[config.mk]
export PLATFORM = sky130hd
export DESIGN_NAME = mem_read_streamer
export DESIGN_NICKNAME = d
export VERILOG_FILES = /design/src/rtl/mem_stream_pkg.sv /design/src/rtl/mem_stream_skid.sv /design/src/rtl/mem_read_streamer.sv
export SDC_FILE = /design/constraint.sdc
export NUM_CORES = 1
export LEC_CHECK = 0
export CAP_MARGIN = 30
export CELL_PAD_IN_SITES_DETAIL_PLACEMENT = 1
export CELL_PAD_IN_SITES_GLOBAL_PLACEMENT = 1
export CORE_MARGIN = 2
export CORE_UTILIZATION = 43
export CTS_CLUSTER_SIZE = 16
export DETAILED_ROUTE_END_ITERATION = 16
export GPL_ROUTABILITY_DRIVEN = 0
export PLACE_DENSITY = 0.95
export SYNTH_ARGS = -nofsm -noshare
export SYNTH_HDL_FRONTEND = slang
export SYNTH_SLANG_ARGS = --single-unit
[constraint.sdc]
create_clock -name clk -period 7.87 [get_ports clk]
set_clock_uncertainty 0.15 [all_clocks]
set_input_delay 1.9675 -clock clk [delete_from_list [all_inputs] [get_ports clk]]
set_output_delay 1.9675 -clock clk [all_outputs]
set_load 0.005 [all_outputs]
[src/rtl/mem_stream_pkg.sv]
// Shared definitions for the memory read streamer: FSM state encoding and
// default width constants.
package mem_stream_pkg;

    localparam int DEF_ADDR_WIDTH = 10;
    localparam int DEF_DATA_WIDTH = 32;
    localparam int DEF_LEN_WIDTH  = 11;

    typedef enum logic [1:0] {
        IDLE  = 2'd0,
        READ  = 2'd1,
        DRAIN = 2'd2
    } state_t;

endpackage

[src/rtl/mem_stream_skid.sv]
// Two-entry first-word-fall-through buffer with valid/ready on both sides.
// The head entry drives the output directly, so a stalled beat holds steady.
module mem_stream_skid #(
    parameter int WIDTH = 33
) (
    input  logic             clk,
    input  logic             rst,
    input  logic             in_valid,
    output logic             in_ready,
    input  logic [WIDTH-1:0] in_data,
    output logic             out_valid,
    input  logic             out_ready,
    output logic [WIDTH-1:0] out_data,
    output logic [1:0]       level
);

    logic [1:0]       count;
    logic [1:0]       count_nxt;
    logic [WIDTH-1:0] head;
    logic [WIDTH-1:0] head_nxt;
    logic [WIDTH-1:0] tail;
    logic [WIDTH-1:0] tail_nxt;
    logic             push;
    logic             pop;

    assign in_ready  = (count != 2'd2);
    assign out_valid = (count != 2'd0);
    assign out_data  = head;
    assign level     = count;
    assign push      = in_valid & in_ready;
    assign pop       = out_valid & out_ready;

    always_comb begin
        count_nxt = count;
        head_nxt  = head;
        tail_nxt  = tail;
        unique case ({push, pop})
            2'b10: begin
                if (count == 2'd0) head_nxt = in_data;
                else               tail_nxt = in_data;
                count_nxt = count + 2'd1;
            end
            2'b01: begin
                head_nxt  = tail;
                count_nxt = count - 2'd1;
            end
            2'b11: begin
                // Simultaneous push/pop: the new word lands behind whatever stays.
                if (count == 2'd1) begin
                    head_nxt = in_data;
                end else begin
                    head_nxt = tail;
                    tail_nxt = in_data;
                end
            end
            default: ;
        endcase
    end

    always_ff @(posedge clk or posedge rst) begin
        if (rst) count <= 2'd0;
        else     count <= count_nxt;
    end

    always_ff @(posedge clk) begin
        head <= head_nxt;
        tail <= tail_nxt;
    end

endmodule

[src/rtl/mem_read_streamer.sv]
// Streams a burst of words from a 1-cycle-latency memory to a valid/ready port.
// Optional beat counter enabled by defining MEM_READ_STREAMER_PERF_EN.
module mem_read_streamer
    import mem_stream_pkg::*;
#(
    parameter int ADDR_WIDTH = DEF_ADDR_WIDTH,
    parameter int DATA_WIDTH = DEF_DATA_WIDTH,
    parameter int LEN_WIDTH  = DEF_LEN_WIDTH
) (
    input  logic                  clk,
    input  logic                  rst,
    input  logic                  start_valid,
    output logic                  start_ready,
    input  logic [ADDR_WIDTH-1:0] start_addr,
    input  logic [LEN_WIDTH-1:0]  start_len,
    output logic                  mem_rd_en,
    output logic [ADDR_WIDTH-1:0] mem_addr,
    input  logic [DATA_WIDTH-1:0] mem_rd_data,
    output logic                  out_valid,
    input  logic                  out_ready,
    output logic [DATA_WIDTH-1:0] out_data,
    output logic                  out_last,
    output logic                  busy,
    output logic                  done
`ifdef MEM_READ_STREAMER_PERF_EN
    ,
    output logic [31:0]           beat_count
`endif
);

    state_t                state;
    state_t                state_nxt;
    logic [ADDR_WIDTH-1:0] addr;
    logic [LEN_WIDTH-1:0]  remaining;
    logic                  rd_pending;
    logic                  rd_last_pending;
    logic                  zero_done;
    logic                  accept;
    logic                  pop;
    logic                  burst_done;
    logic                  last_issue;
    logic [1:0]            level;
    logic [2:0]            occupancy;
    logic [DATA_WIDTH:0]   buf_out;
    logic                  buf_unused_ready;

    // Credit excludes the beat leaving this cycle so a full-rate stream never bubbles.
    assign occupancy  = {1'b0, level} + {2'b00, rd_pending} - {2'b00, pop};
    assign pop        = out_valid & out_ready;
    assign last_issue = (remaining == LEN_WIDTH'(1));

    always_ff @(posedge clk or posedge rst) begin
        if (rst) state <= IDLE;
        else     state <= state_nxt;
    end

    always_comb begin
        state_nxt   = state;
        start_ready = (state == IDLE);
        accept      = start_valid & (state == IDLE);
        mem_rd_en   = 1'b0;
        burst_done  = 1'b0;
        unique case (state)
            IDLE: begin
                if (accept && (start_len != '0)) state_nxt = READ;
            end
            READ: begin
                mem_rd_en = (occupancy < 3'd2);
                if (mem_rd_en && last_issue) state_nxt = DRAIN;
            end
            DRAIN: begin
                if (pop && buf_out[DATA_WIDTH]) begin
                    state_nxt  = IDLE;
                    burst_done = 1'b1;
                end
            end
            default: state_nxt = IDLE;
        endcase
    end

    always_ff @(posedge clk or posedge rst) begin
        if (rst) begin
            addr            <= '0;
            remaining       <= '0;
            rd_pending      <= 1'b0;
            rd_last_pending <= 1'b0;
            zero_done       <= 1'b0;
        end else begin
            zero_done       <= accept && (start_len == '0);
            rd_pending      <= mem_rd_en;
            rd_last_pending <= mem_rd_en && last_issue;
            if (accept) begin
                addr      <= start_addr;
                remaining <= start_len;
            end else if (mem_rd_en) begin
                addr      <= addr + ADDR_WIDTH'(1);
                remaining <= remaining - LEN_WIDTH'(1);
            end
        end
    end

    // Returning data is only captured for reads issued since the last reset.
    mem_stream_skid #(
        .WIDTH (DATA_WIDTH + 1)
    ) u_skid (
        .clk       (clk),
        .rst       (rst),
        .in_valid  (rd_pending),
        .in_ready  (buf_unused_ready),
        .in_data   ({rd_last_pending, mem_rd_data}),
        .out_valid (out_valid),
        .out_ready (out_ready),
        .out_data  (buf_out),
        .level     (level)
    );

    assign mem_addr = addr;
    assign out_data = buf_out[DATA_WIDTH-1:0];
    assign out_last = buf_out[DATA_WIDTH] & out_valid;
    assign busy     = (state != IDLE);
    assign done     = zero_done | burst_done;

`ifdef MEM_READ_STREAMER_PERF_EN
    always_ff @(posedge clk or posedge rst) begin
        if (rst)                            beat_count <= '0;
        else if (pop && (beat_count != '1)) beat_count <= beat_count + 32'd1;
    end
`endif

endmodule

==> run metrics, run 1 <==
Max Slew Vio Count 0; Storage cell area 0.00268 mm2; flops & latches, synth 94; setup ws final 0.939 ns; Fillers 978; predominant post-synthesis flop cell edfxtp_1; Crit path required time 5.75 ns; row count 36; DRC 0; status finished clean; die area 0.0109 mm2; RSZ-0062 raised after global routing false; via/cell ratio 5.53; count of max-cap constraint violations 0; GRT Resource Usage Total 19.3%; IO Port Bufs 104; postcts setup bufs 0; Multi-input gate area 0.00130 mm2; WL final 10,200 um; # clock sinks 94; warnings from Yosys 0; commonest cells after routing, fill and taps aside 104 x clkdlybuf4s50_1, 66 x edfxtp_1, 33 x a22o_1; crit path time final 6.93 ns; DRT iter0 DRCs 81; Critical Path Sink Type output port; Worst Path Max Fanout 8; Clock Pin Slew Worst Setup and Hold Paths 0.11 ns; Detailed Place HPWL 7610 um; largest net degree at the start of global routing 34; Post-Syn Nets 392; hold buffer count at CTS 0; met2 Usage GRT 33.8%; commonest non-fill, non-tap cell in the layout clkdlybuf4s50_1; gr busiest metal met2; vias 2,977; setup TNS 0 ns; met3 GRT Util 3.76%; Num CTS Buffers 9; Max VDD drop 0.172 mV; Clock Latency Late Sink 0.36 ns; Avg Inst Size Synth 13.3 um2; H-tree levels 3; period utilization 88.1%; Worst setup SP type input port; post-synth cell types 50; total grt overflow 0; share of cells above drive strength 1 8.64%; reg-to-reg setup timing slack 4.26 ns; Leak 2.07 nW; Post-Syn Instances 324; initial core utilization 44.2%; max_slew headroom 65.0%; pre-CTS WS 0.928 ns; Pwr per Cell Area 375 mW/mm2; drt wl/cell 19.0 um; nets@finish 468; Post-Syn Area 0.00432 mm2; Hold WC Path Type reg -> reg; die height 104 um; core footprint 0.00977 mm2; drt first pass iters 4; Seq/Total Area, Yosys 62.1%; initial antenna violation count 0; first-pass GRT wire length 16,700 um; transition time at the pin with the least slew margin 0.520 ns; die width 104 um; Highest Clock Rate 0.144 GHz; root buffer cell clkbuf_8; Antenna Violating Nets Remaining 0; Worst EP arrival 4.81 ns; number of global-route vias before repair 3,188; critical path class in -> out; final setup fails 0; EDFF count, synth 66; Final Hold Vio Count 0; met1 GRT Util 24.4%; diodes inserted 0; Bufs on Longest Clock Path 2; post-CTS resize count 0; CTS tree built; Area growth, synth to finish 28.2%; asr flop ratio synth 29.8%; I/O pins 105
registers in the layout, summed over array words and instances, names as in the netlist:
name and count:
u_skid.level 2, zero_done 1, u_skid.tail 33, rd_last_pending 1, mem_addr 10, u_skid.out_data 33
remaining 11, state 2, rd_pending 1
layout make-up:
type / count / share of cell area, %
Multi-Input combinational cell: 172 / 23.5
Inverter: 12 / 0.814
Clock buffer: 10 / 2.31
Sequential cell: 94 / 48.5
Clock inverter: 6 / 0.994
Timing Repair Buffer: 111 / 20.9
Tap cell: 133 / 3.01
metrics by stage:
step	cells	area [um2]	hold slack, ns	util [%]	power, mW
after global routing	538	5540	0.341	56.6	2.22
final	538	5540	0.318	56.6	2.08
after CTS	536	5500	0.315	56.2	2.08
after floorplan	324	4320	0.275	-	1.46
after global placement	518	5260	0.284	53.8	1.69
after detailed placement	520	5310	0.289	54.4	1.78
layer usage:
| metal | up-vias | part of all wire [%] |
|---|---|---|
| met1 | 1505 | 42 |
| li1 | 1356 | - |
| met4 | 0 | 1.1 |
| met3 | 8 | 5.0 |
| met2 | 108 | 52 |
| met5 | - | 0 |
report_power, final:
| group | leakage (nW) | internal (mW) | switching, mW | total [mW] |
|---|---|---|---|---|
| clock | 0.0873 | 0.122 | 0.179 | 0.301 |
| sequential | 0.985 | 0.752 | 0.100 | 0.852 |
| combinational | 0.999 | 0.444 | 0.481 | 0.925 |
| total | 2.07 | 1.32 | 0.761 | 2.08 |
final timing paths:
kind | from | endpoint | cells past startpoint
setup reg to reg | u_skid.level[1]$_DFFE_PP0P_ | remaining[10]$_DFFE_PP0P_ | 11
max in group asynchronous | rst | rd_pending$_DFF_PP0_ | 3
min in group asynchronous | rst | rd_last_pending$_DFF_PP0_ | 2
hold reg to reg | rd_last_pending$_DFF_PP0_ | u_skid.tail[32]$_DFFE_PP_ | 0
hold / removal | rd_last_pending$_DFF_PP0_ | u_skid.tail[32]$_DFFE_PP_ | 0
setup / recovery | out_ready | mem_rd_en | 9
worst max-delay path, cell delays in order:
cell,delay (ns)
clkdlybuf4s50_1,0.50
nor2b_1,0.33
ha_1,0.29
nand2b_1,0.15
fa_1,0.42
xnor2_1,0.33
nand2_2,0.10
clkinv_1,0.18
clkdlybuf4s50_1,0.54
cell usage after synthesis (all sizes together), types with 2 or more instances:
master / number / share of area (%)
a31oi: 2 / 0.29
clkbuf: 7 / 0.61
xnor2: 4 / 0.81
nor3b: 7 / 1.2
buf: 39 / 6.8
o31ai: 2 / 0.35
o21ai: 18 / 2.3
nor4: 5 / 0.72
xor2: 2 / 0.41
nand2: 14 / 1.3
edfxtp: 66 / 46
or4: 3 / 0.61
dfrtp: 28 / 16
ha: 10 / 2.9
nor2b: 2 / 0.29
inv: 11 / 0.96
a21oi: 5 / 0.58
nand2b: 5 / 0.90
a221o: 12 / 2.8
a22o: 33 / 6.7
and3: 4 / 0.58
mux2i: 2 / 0.46
o211ai: 3 / 0.64
nor3: 4 / 0.46
or2: 2 / 0.29
nand3: 5 / 0.58
or3: 2 / 0.29
nand4: 3 / 0.43
nor2: 12 / 1.0
cell families (layout without fill, tap and decap cells):
| logic type | count (synthesis) | count (layout) | synth area share [%] |
|---|---|---|---|
| buffers and inverters | 58 | 139 | 8.46 |
| adders and majority gates | 11 | 11 | 3.36 |
| DFF | 94 | 94 | 62.1 |
| AOI/OAI and AO/OA | 81 | 81 | 14.9 |
| and+or+nand+nor | 72 | 72 | 9.47 |
| xor gates and xnor gates | 6 | 6 | 1.22 |
| muxes | 2 | 2 | 0.464 |
Power figures use the tool's default switching activity.
==> inputs of run 2 (changes only) <==
- ABC_AREA: default -> 1
- CORE_UTILIZATION: 43 -> 38
- PLACE_DENSITY: 0.95 -> 0.9
- clock period: 7.87 -> 7.3 ns (I/O delays scaled with it)
==> run 2 against run 1 <==
Global-route usage is 0.23 points lower; register-to-register slack worse by 0.33 ns; clock-buffer cell count is 1 lower; synthesized area is 9.2% higher; worst setup slack worse by 0.36 ns; sequential power is 9.3% higher; first-iteration DRC count is 70% higher; largest power group unchanged; critical path depth is 3 higher; wire length is 19% higher; critical endpoint unchanged; core utilization is 6.6 points lower; cell count is 38% higher; hold slack hardly changed.
==> run metrics, run 2 <==
Critical Path Sink Type output port; WL final 12,200 um (+19%); cell with the most instances after synthesis nand2_1; GRT Resource Usage Total 19.1% (-0.23 points); RR Endpoint mem_addr[4]$_DFFE_PP0P_; Max Slew Vio Count 0 (unchanged); Detailed Place HPWL 8640 um (+14%); Antenna Violating Nets Remaining 0 (unchanged); Highest Clock Rate 0.149 GHz; ranking of synthesized cells by area edfxtp_1 42%, dfrtp_1 15%, nand3_1 8.5%; Hold WC Path Type reg -> reg; status finished clean; vias 3,591 (+21%); Max VDD drop 0.157 mV (-8.8%); CP dominant cell by count nand2_1; placed cell area 0.00573 mm2 (+7.8%); Worst EP arrival 4.75 ns (-0.06 ns); warnings from Yosys 0 (unchanged); slowest CP cell clkdlybuf4s50_1; diodes inserted 0 (unchanged); initial antenna violation count 0 (unchanged); Num CTS Buffers 9 (unchanged); post-CTS resize count 0 (unchanged); transition time at the pin with the least slew margin 0.434 ns (-0.0865 ns); DRT iter0 DRCs 138 (+70%); drt wl/cell 16.4 um (-14%); max_slew headroom 71.0% (+5.9 points); Reg-to-Reg Start u_skid.level[1]$_DFFE_PP0P_; Final Hold Vio Count 0 (unchanged); total grt overflow 0 (unchanged); CTS tree built; asr flop ratio synth 29.8% (unchanged); IO Port Bufs 104 (unchanged); final setup fails 0 (unchanged); H-tree levels 3 (unchanged); core footprint 0.0121 mm2 (+23%); Synth area leader edfxtp_1; hold buffer count at CTS 0 (unchanged); Crit path required time 5.33 ns (-0.42 ns); die area 0.0133 mm2 (+23%); post-synth cell types 34 (-32%); hold depth 0 (unchanged); reg2reg path depth 16 (+5); Hold WS 0.318 ns (+0.000152 ns); Pwr per Cell Area 405 mW/mm2 (+7.9%); drt first pass iters 4 (unchanged); predominant post-synthesis flop cell edfxtp_1; worst-path cell chain clkdlybuf4s50_1 > nand2_1 > inv_2 > ha_1 > or2_2 > fa_1 > inv_1 > nand2_1 > nand2_1 > nand3_4 > inv_4 > clkdlybuf4s50_1; dpl cells 724 (+39%); Post-Syn Nets 561 (+43%); nets@finish 636 (+36%); I/O pins 105 (unchanged); initial core utilization 39.1% (-5.1 points); Fillers 1,331 (+36%); total power 2.45 mW (+18%); largest net degree at the start of global routing 36 (+5.9%); Area growth, synth to finish 28.0%; Clock Pin Slew Worst Setup and Hold Paths 0.07 ns (-0.04 ns); Worst Path Max Fanout 18 (+10); DRC 0 (unchanged); Post-Syn Instances 493 (+52%); reg-to-reg setup timing slack 3.93 ns (-0.33 ns); Final Non-Filler Cells 741 (+38%); Seq/Total Area, Yosys 56.9% (-5.2 points); flops & latches, synth 94 (unchanged); via/cell ratio 4.85 (-12%); Leak 2.49 nW (+20%); Worst setup SP type input port; Clock Latency Late Sink 0.34 ns (-0.02 ns); die width 115 um (+11%); Synth top area share 42.0% (-3.9 points); critical path class in -> out; Post-Syn Area 0.00472 mm2 (+9.2%); post-route cell area 0.00604 mm2 (+9.1%); Hold EP u_skid.tail[32]$_DFFE_PP_; root buffer cell clkbuf_16; number of global-route vias before repair 3,836 (+20%); EDFF count, synth 66 (unchanged); commonest non-fill, non-tap cell in the layout clkdlybuf4s50_1; slowest stage delay, CP 0.55 ns (about the same); commonest cells after routing, fill and taps aside 104 x clkdlybuf4s50_1, 99 x nand2_1, 80 x nand3_1; share of cells above drive strength 1 6.63% (-2.0 points); die height 115 um (+11%); hold_sp rd_last_pending$_DFF_PP0_; count of max-cap constraint violations 0 (unchanged); RSZ-0062 raised after global routing false; period utilization 92.1%; crit path time final 6.72 ns; Bufs on Longest Clock Path 2 (unchanged); Avg Inst Size Synth 9.57 um2 (-28%); row count 40 (+11%); Post-synth top cells 99 x nand2_1, 80 x nand3_1, 66 x edfxtp_1, 64 x inv_1, 35 x o21ai_0; first-pass GRT wire length 19,600 um (+17%); setup TNS 0 ns (unchanged); postcts setup bufs 0 (unchanged); # clock sinks 94 (unchanged)
run 2: cell types whose count changed in the layout (fill, tap and decap cells not counted), moves of 12 or more:
cell,previous run,this run
a22o_1,33,0
inv_1,11,64
nand2_1,13,99
nand3_1,5,80
nor2_1,11,23
o21ai_0,13,34
run 2: cells by family after synthesis:
kind of cell / Yosys count / share of synthesized area (%)
AOI/OAI and AO/OA: 49 / 5.62
xor gates and xnor gates: 5 / 0.929
adders and majority gates: 11 / 3.08
buffers and inverters: 117 / 12.8
DFF: 94 / 56.9
and+or+nand+nor: 217 / 20.7
run 2: power by group:
| part | switching [mW] | internal (mW) | total [mW] |
|---|---|---|---|
| Sequential | 0.122 | 0.809 | 0.931 |
| Combinational | 0.611 | 0.449 | 1.06 |
| Clock | 0.219 | 0.236 | 0.454 |
run 2: per-layer routing:
metal | vias to the layer above | global-route usage [%] | wire [um] | share of wire [%]
met5 | - | 0 | 0 | 0
met4 | 0 | 5.54 | 136 | 1.1
met3 | 11 | 4.50 | 609 | 5.0
met2 | 103 | 32.7 | 6020 | 50
met1 | 1737 | 24.3 | 5390 | 44
li1 | 1740 | - | - | -
run 2: layout make-up:
cell class / count / area (um2) / share of cell area, %
tap: 168 / 210 / 3.48
inverter: 71 / 272 / 4.50
clock inverter: 7 / 56.3 / 0.932
clock buffer: 9 / 225 / 3.73
sequential: 94 / 2680 / 44.4
timing repair buffer: 110 / 1140 / 18.9
multi-input combinational: 282 / 1450 / 24.1
run 2: worst max path at each step:
stage,start,endpoint,slack [ns],cells past startpoint
2_1_floorplan,out_ready,u_skid.tail[0]$_DFFE_PP_,1.59,7
3_3_place_gp,out_ready,mem_rd_en,0.69,12
3_5_place_dp,out_ready,mem_rd_en,0.59,12
4_1_cts,out_ready,mem_rd_en,0.56,12
5_1_grt,out_ready,mem_rd_en,0.38,12
6_report,out_ready,mem_rd_en,0.58,12
run 2: worst max-delay path, delay by kind of cell:
kind          cells  cell delay, ns
simple gates      5            0.85
buf+inv           5            1.46
fa+ha+maj         2            0.61
run 2: metrics by stage:
step | util (%) | setup slack, ns
after detailed placement | 47.5 | 0.592
after floorplan | - | 1.59
after global routing | 50.1 | 0.379
after global placement | 47.1 | 0.689
after CTS | 49.8 | 0.558
final | 50.1 | 0.578
==> edit: new RTL, config.mk and constraints of run 1 <==
Change the package constant `DEF_ADDR_WIDTH` from 10 to 11.
--- a/src/rtl/mem_stream_pkg.sv
+++ b/src/rtl/mem_stream_pkg.sv
@@ -2,7 +2,7 @@
 // default width constants.
 package mem_stream_pkg;
 
-    localparam int DEF_ADDR_WIDTH = 10;
+    localparam int DEF_ADDR_WIDTH = 11;
     localparam int DEF_DATA_WIDTH = 32;
     localparam int DEF_LEN_WIDTH  = 11;
 
Ports: changed (resized mem_addr and start_addr); port bits go from 105 to 107. The function was not compared with the original's and may differ.
==> edit against run 1 <==
Combinational power is 5.1% higher. Routed wire length rose by 12%. Setup slack worse by 0.12 ns. Sequential power up 5.3%. Critical path type unchanged. Synthesized cell count increased by 3.1%. Total power up 5.6%. Sequential cell count increased by 1. Synthesized area up 0.81%. Design area increased by 2.0%. Critical path depth stayed put. Die area rose by 0.78%.
==> edit: results (changes against run 1) <==
* # fillers at 1023 (+4.6%)
* Post-CTS Setup Bufs at 0 (unchanged)
* YS warnings at 0 (unchanged)
* Cells after Synth at 334 (+3.1%)
* Port bufs at 106 (+1.9%)
* First-pass GRT wire length at 17.9 mm (+6.8%)
* ANT nets after route at 0 (unchanged)
* Sequential share of the synthesized area at 0.622 (+0.000750)
* Number of global-route vias before repair at 3296 (+3.4%)
* Placed insts at 534 (+2.7%)
* Detailed Place HPWL at 8.58 mm (+13%)
* Post-DP Area at 0.00539 mm² (+1.4%)
* Leak at 2.12 nW (+2.6%)
* Per-cell via count in the routed design at 5.65 (+2.1%)
* Critical path fanouts, max at 10 (+2)
* Ys async rst share at 0.305 (+0.00739)
* Final nets at 483 (+3.2%)
* Synth area leaders: edfxtp_1 (46%), dfrtp_1 (17%), a22o_1 (6.6%), buf_4 (5.5%), a221o_1 (3.4%)
* Diodes inserted at 0 (unchanged)
* Layout cell share with drive strength beyond 1 at 0.0811 (-0.00527)
* Cell Count, Final, Fillers Out at 552 (+2.6%)
* Slew margin rel. at 0.479 (-0.171)
* Mapped Nets at 403 (+2.8%)
* Clock transition at path regs at 0.09 ns (-0.02 ns)
* Most common library cells after synthesis: edfxtp_1 (66), a22o_1 (33), buf_4 (32)
* Post-CTS Resized at 0 (unchanged)
* Worst VDD drop at 0.170 mV (-1.2%)
* Initial DRC count at 80 (-1.2%)
* Place WS at 0.843 ns (-0.0844 ns)
* Number of max-cap violations at 0 (unchanged)
* Critical Path AT at 4.93 ns (+0.12 ns)
* GRT Total Usage at 0.212 (+0.0187)
* Outcome: completed
## edit: cell types whose count changed in the layout (fill, tap and decap cells not counted), moves of 4 or more
cell	before	now
nor3b_1	6	2
and2_1	0	4
a221o_1	10	15
nor3_1	4	8
nand2_1	13	17
## edit: cell families (layout without fill, tap and decap cells)
logic type               after synthesis  in the layout  synth area share
AO/OA/AOI/OAI                         87             87             0.156
XOR/XNOR                               4              4           0.00805
adder cells (fa/ha/maj)               11             11            0.0333
buffers and inverters                 57            142            0.0770
flip-flops                            95             95             0.622
multiplexers                           2              2           0.00460
AND/OR/NAND/NOR                       78             78            0.0988
## edit: stage by stage
stage | total power, W | hold WS [ns] | util
2_1_floorplan | 0.00147 | 0.275 | -
3_3_place_gp | 0.00175 | 0.284 | 0.545
3_5_place_dp | 0.00185 | 0.304 | 0.549
4_1_cts | 0.00218 | 0.316 | 0.570
5_1_grt | 0.00233 | 0.339 | 0.575
6_report | 0.00220 | 0.315 | 0.575
## edit: layout make-up
type | count | share of cell area
Tap cell | 133 | 0.0295
Multi-Input combinational cell | 182 | 0.237
Sequential cell | 95 | 0.479
Clock inverter | 7 | 0.0142
Clock buffer | 9 | 0.0219
Timing Repair Buffer | 113 | 0.209
Inverter | 13 | 0.00864
## edit: where the power goes
part,internal (W),leakage (nW),switching (W),total [W]
Clock,0.000151,0.0968,0.000177,0.000328
Combinational,0.000467,1.03,0.000505,0.000972
Sequential,0.000774,1.00,0.000122,0.000897
Total,0.00139,2.12,0.000804,0.00220
## edit: final timing paths
kind                                              from                        end  slack (ns)  depth (start not counted)
hold reg to reg              rd_last_pending$_DFF_PP0_  u_skid.tail[32]$_DFFE_PP_        0.31                          0
setup / recovery                             out_ready                  mem_rd_en        0.82                          9
setup reg to reg           u_skid.level[1]$_DFFE_PP0P_   remaining[7]$_DFFE_PP0P_        4.05                         10
min in group asynchronous                          rst    mem_addr[3]$_DFFE_PP0P_        1.75                          2
max in group asynchronous                          rst   remaining[7]$_DFFE_PP0P_        5.35                          3
hold / removal               rd_last_pending$_DFF_PP0_  u_skid.tail[32]$_DFFE_PP_        0.31                          0
## edit: routing by layer
metal / track usage / part of all wire / routed length [µm] / up-vias
met2: 0.390 / 0.53 / 6090 / 105
met5: 0 / 0 / 0 / -
li1: - / - / - / 1417
met4: 0.0695 / 0.018 / 206 / 0
met1: 0.243 / 0.40 / 4600 / 1576
met3: 0.0480 / 0.048 / 549 / 20
## edit: critical path, delay by kind of cell
family / cells / cell delay [ns]
and+or+nand+nor: 3 / 0.65
xor gates and xnor gates: 1 / 0.34
adders and majority gates: 2 / 0.74
buffers and inverters: 3 / 1.23
